$ cat src/rtl/instr_fetch_unit.sv
// Instruction fetch unit: wait-state instruction-memory requester feeding an in-order buffer to decode.
// Define IFU_PREFETCH_EN for a 2-entry buffer (fetch continues through a 1-cycle decode stall).
module instr_fetch_unit #(
    parameter int unsigned ADDR_W   = 12,
    parameter int unsigned RESET_PC = 0
) (
    input  logic              clock,
    input  logic              reset_n,
    output logic              imem_req,
    output logic [ADDR_W-1:0] imem_addr,
    input  logic              imem_ack,
    input  logic [31:0]       imem_rdata,
    input  logic              redirect,
    input  logic [ADDR_W-1:0] redirect_pc,
    input  logic              id_ready,
    output logic              id_valid,
    output logic [31:0]       id_instr,
    output logic [4:0]        id_opcode,
    output logic [ADDR_W-1:0] id_pc
);

`ifdef IFU_PREFETCH_EN
    localparam int unsigned DEPTH = 2;
`else
    localparam int unsigned DEPTH = 1;
`endif
    localparam int unsigned INSTR_W = 32;
    localparam int unsigned CNT_W   = 2;

    typedef struct packed {
        logic [INSTR_W-1:0] instr;
        logic [ADDR_W-1:0]  pc;
    } entry_t;

    entry_t             buf_q [DEPTH];
    entry_t             buf_d [DEPTH];
    logic [CNT_W-1:0]   cnt_q, cnt_d;
    logic [ADDR_W-1:0]  pc_q, pc_d;
    logic               pop;
    logic               push;
    logic [CNT_W-1:0]   wr_idx;

    assign id_valid  = (cnt_q != '0);
    assign id_instr  = buf_q[0].instr;
    assign id_pc     = buf_q[0].pc;
    assign id_opcode = id_instr[31:27];

    assign pop       = id_valid & id_ready;
    // A slot vacated by this cycle's transfer counts as free, giving one instruction per cycle.
    assign imem_req  = reset_n & ((cnt_q != CNT_W'(DEPTH)) | pop);
    assign imem_addr = pc_q;
    assign push      = imem_req & imem_ack & ~redirect;
    assign wr_idx    = cnt_q - CNT_W'(pop);

    // Buffer shift/append and fetch-PC update; redirect flushes and drops any same-cycle ack.
    always_comb begin
        buf_d = buf_q;
        cnt_d = cnt_q;
        pc_d  = pc_q;
        if (redirect) begin
            cnt_d = '0;
            pc_d  = redirect_pc;
        end else begin
            if (pop) begin
                for (int unsigned i = 0; i + 1 < DEPTH; i++) begin
                    buf_d[i] = buf_q[i + 1];
                end
            end
            if (push) begin
                for (int unsigned i = 0; i < DEPTH; i++) begin
                    if (wr_idx == CNT_W'(i)) begin
                        buf_d[i].instr = imem_rdata;
                        buf_d[i].pc    = pc_q;
                    end
                end
                pc_d = pc_q + ADDR_W'(1);
            end
            cnt_d = cnt_q - CNT_W'(pop) + CNT_W'(push);
        end
    end

    always_ff @(posedge clock or negedge reset_n) begin
        if (!reset_n) begin
            cnt_q <= '0;
            pc_q  <= ADDR_W'(RESET_PC);
            for (int unsigned i = 0; i < DEPTH; i++) begin
                buf_q[i] <= '0;
            end
        end else begin
            cnt_q <= cnt_d;
            pc_q  <= pc_d;
            buf_q <= buf_d;
        end
    end

endmodule

$ cat config.mk
export PLATFORM = sky130hd
export DESIGN_NAME = instr_fetch_unit
export DESIGN_NICKNAME = d
export VERILOG_FILES = /design/src/rtl/instr_fetch_unit.sv
export SDC_FILE = /design/constraint.sdc
export NUM_CORES = 1
export LEC_CHECK = 0
export BUFFER_PORTS_ARGS = -buffer_cell sky130_fd_sc_hd__buf_2
export CAP_MARGIN = 25
export CORE_AREA = 2 2 108 110
export CTS_CLUSTER_SIZE = 20
export DETAILED_ROUTE_END_ITERATION = 8
export DIE_AREA = 0 0 110 112
export GPL_TIMING_DRIVEN = 0
export HOLD_SLACK_MARGIN = 0.1
export PLACE_DENSITY = 0.44
export SYNTH_ARGS = -nofsm -noshare
export SYNTH_HDL_FRONTEND = slang
export SYNTH_SLANG_ARGS = --single-unit
$ cat constraint.sdc
create_clock -name clock -period 5.7 [get_ports clock]
set_clock_uncertainty 0.1 [all_clocks]
set_input_delay 1.14 -clock clock [delete_from_list [all_inputs] [get_ports clock]]
set_output_delay 1.14 -clock clock [all_outputs]
set_load 0.05 [all_outputs]
=== Yosys cells after proc, flatten, opt, wreduce, memory -nomap -nowiden ===
Index checks and enable logic that the tools add are counted.

* Add/sub/neg operators: 3
* $mul: 0
* Divide/modulo/power cells: 0
* $lt $le $gt $ge: 0
* Equal/unequal tests: 1
* Shift operators: 0
* Mux-type cells: 3
* Bitwise gates (word level): 6
* Reductions and logical operators: 4

{| class="wikitable"
|+ Operator list
! kind !! count
|-
| two-way mux 12 bit || 2
|-
| adder 12 x 1 -> 12 bit, second input constant || 1
|-
| AND 1 bit || 4
|-
| nonzero test 2 bit || 2
|-
| AND reduction 3 bit || 1
|-
| adder 2 x 1 -> 2 bit || 1
|-
| logical NOT 2 bit || 1
|-
| two-way mux 2 bit || 1
|-
| != test 2 x 1 -> 1 bit, second input constant || 1
|-
| subtractor 2 x 1 -> 2 bit || 1
|-
| NOT 1 bit || 1
|-
| bitwise OR 1 bit || 1
|}

* Flip-flop bits (word level): 58
* Bits in latches: 0
* Bits in writable memories: 0
* Memory bits (read-only): 0
* Output and inout port bits: 63
* Logic and storage cells: 21
* Memories kept: 0

=== Depth between registers and ports, before layout ===
* Depth after elaboration: 8
* Gate-level depth with buffers: 9
* Gate-level depth less buffers: 7

=== Worst setup path after synthesis ===
No wires, ideal clock.

* Kind: input-to-output
* From: input port id_ready
* To: output port imem_req
* Arrival time: 2.053 ns
* Required time: 4.460 ns
* Setup slack: 2.407 ns
* Cell stages on the path: 3
* Buffers on the path: 1
* Path through: nor3b_2 -> buf_2 -> nor2b_1

* Longest elaborated chain between the ends: 3

{| class="wikitable"
|+ Ends and longest elaborated chain
! element !! RTL line !! source
|-
| start: declaration || 15 || <nowiki>input logic id_ready,</nowiki>
|-
| AND 1 bit || 48 || <nowiki>assign pop = id_valid & id_ready;</nowiki>
|-
| bitwise OR 1 bit || 50 || <nowiki>assign imem_req = reset_n & ((cnt_q != CNT_W'(DEPTH)) | pop);</nowiki>
|-
| AND 1 bit || 50 ||
|-
| end: declaration || 9 || <nowiki>output logic imem_req,</nowiki>
|}

Every way passes these cells.

=== Final worst setup path ===
* From: input port reset_n
* To: output port imem_req

* Longest elaborated chain between the ends: 1

{| class="wikitable"
|+ Ends and longest elaborated chain
! element !! RTL line !! source
|-
| start: declaration || 8 || <nowiki>input logic reset_n,</nowiki>
|-
| AND 1 bit || 50 ||
|}

Every way passes these cells.

==> out/qor.txt <==
sequential share of the synthesized area -> 53.6%
DR vias/cell -> 4.16
Placer Congestion -> 0.731
Post-Route M1 WL -> 3060 um
max-slew violations -> 0
Diodes inserted -> 0
H-tree depth -> 3
PD cells -> 665 nW/um^2
Slew @ Worst Pin -> 0.770 ns
violation count after the first detailed-route iteration -> 49
cell chain of the critical path -> buf_4, nor2b_1, buf_2
antenna viol nets, final -> 0
Area Overhead vs Synth -> 37.5%
first-pass GRT wire length -> 10,200 um
DR WL met2 -> 2990 um
IO buf count -> 111
gr ovfl total -> 0
worst skew pair latency -> 0.32 ns
min Tclk post-route -> 3.49 ns
Worst Path Arrival -> 2.25 ns
Critical Path Source Type -> input pin
delay of the slowest cell on the worst path -> 0.58 ns
relative slew slack -> 48.7%
die width -> 110 um
Power, Total -> 2.48 mW
die footprint -> 12,300 um^2
DR WL met3 -> 315 um
critical path type -> input pin to primary output
Pre-antenna DRT Iters -> 4
final net count -> 370
Syn Nets -> 248
hold_buf cts -> 0
# IOs -> 112
clock sink total -> 58
Post-Synthesis Cell Area -> 2710 um^2
max cap viols -> 0
FP Rows -> 39
GR Util All Layers -> 11.0%
Final period util -> 61.2%
post-synth cell types -> 31
final setup margin -> 2.21 ns
synthesized area per cell -> 13.8 um^2
largest net degree at the start of global routing -> 62
crit-path max FO -> 61
total CTS buffers -> 9
Yosys reg bits -> 58
cell taking the most area after synthesis -> dfrtp_1
top post-synthesis cells by area -> dfrtp_1 54%, mux2_4 22%, xnor2_1 2.6%
RSZ-0062 raised after global routing -> no
area share of the largest cell type after synthesis -> 53.6%
cts repair resizes -> 0
Setup crit end kind -> primary output
pre-CTS setup slack -> 2.15 ns
P_leak -> 1.81 nW
Worst EP required -> 4.46 ns
Worst Hold Class -> flop to flop
Finished Layout Cells -> 466
status -> complete, no violations
Max clock buf depth -> 2
# DRC -> 0
final setup vio count -> 0
initial antenna violation count -> 0
share of cells above drive strength 1 -> 56.0%
highest metal used -> met4
Total Wirelength -> 6460 um
vias in the first global route -> 1,948
core area -> 11,200 um^2
maximum VDD drop -> 0.000255 V
Synthesis Warnings -> 0
placed cell count -> 450
Die Span Y -> 112 um
clk slew on worst S/H paths -> 0.04 ns
Syn Inst Count -> 196
DR vias -> 1,937
commonest non-fill, non-tap cell in the layout -> buf_2
TNS Setup -> 0 ns
Root Buffer -> clkbuf_16
CTS tree -> yes
hpwl dp -> 4660 um
Initial Util -> 24.3%
postcts setup bufs -> 0
Fin. Hold Viols -> 0
commonest non-fill, non-tap cells in the layout -> 111 x buf_2, 58 x dfrtp_1, 40 x mux2_4, 15 x nand2_1
Slowest cell on crit path -> buf_4
wire per inst -> 13.9 um
Max Fclk -> 287 MHz
## synthesized netlist by cell type
cell / instances
xnor2_1: 8
nand2_1: 15
nor3_2: 1
ha_1: 3
nor3_1: 1
buf_2: 1
nand2b_1: 1
buf_6: 5
clkbuf_1: 3
inv_1: 3
and2_1: 2
a22oi_1: 1
mux2_2: 4
o21ai_0: 9
a311o_1: 1
nor3b_1: 2
mux2_4: 40
nor3b_2: 1
or2_2: 1
nor2_1: 6
nor2b_1: 4
o31a_1: 2
nor4b_1: 2
buf_4: 5
xor2_1: 1
nand3_1: 4
or2_1: 1
mux2i_1: 3
nand4_1: 3
dfrtp_1: 58
nor4_1: 5
## critical path: cells and delay by family
kind / cells / cell delay, ns
buffers and inverters: 2 / 0.85
and+or+nand+nor: 1 / 0.21
## through the flow
stage	hold WS [ns]	utilization (%)	cell area [um^2]
finish	0.399	33.4	3730
global route	0.421	33.4	3730
CTS	0.402	33.4	3730
detailed placement	0.390	30.8	3450
global placement	0.386	30.8	3440
floorplan	0.552	-	2710
## state kept, by name, summed over array words and instances, names as in the netlist
name / count
id_instr: 32
id_pc: 12
imem_addr: 12
cnt_q: 2
## cells by family after synthesis
group	after synthesis	share of synthesized area, %
DFF	58	53.6
and+or+nand+nor	49	9.79
muxes	47	24.9
buffers and inverters	17	4.48
AOI/OAI and AO/OA	13	2.95
xor gates and xnor gates	9	2.91
adders and majority gates	3	1.39
## where the power goes
part / total, mW / leakage, nW / internal (mW) / switching, mW
Combinational: 1.28 / 0.979 / 0.412 / 0.869
Clock: 0.513 / 0.138 / 0.337 / 0.176
Sequential: 0.686 / 0.695 / 0.583 / 0.102
## final timing paths
kind / start / to / slack [ns] / cells after the start
min in group asynchronous: reset_n / id_instr[11] / 0.79 / 1
setup / recovery: reset_n / imem_req / 2.21 / 3
hold / removal: id_pc[8] / id_pc[8] / 0.40 / 1
setup reg to reg: cnt_q[0] / id_pc[0] / 3.37 / 9
hold reg to reg: id_pc[8] / id_pc[8] / 0.40 / 1
max in group asynchronous: reset_n / id_instr[3] / 4.20 / 1
## per-layer routing
metal  track usage (%)  vias to the layer above
li1                  -                      931
met1              14.4                      934
met2              16.5                       63
met3              2.75                        9
met4              5.82                        0
met5                 0                        -
## layout make-up
| cell class | count | area, um^2 |
|---|---|---|
| Buffer | 14 | 110 |
| Clock buffer | 13 | 240 |
| Clock inverter | 3 | 40.0 |
| Fill cell | 1164 | 7450 |
| Inverter | 3 | 11.3 |
| Multi-Input combinational cell | 121 | 1140 |
| Sequential cell | 58 | 1450 |
| Tap cell | 143 | 179 |
| Timing Repair Buffer | 111 | 558 |
Power figures use the tool's default switching activity.
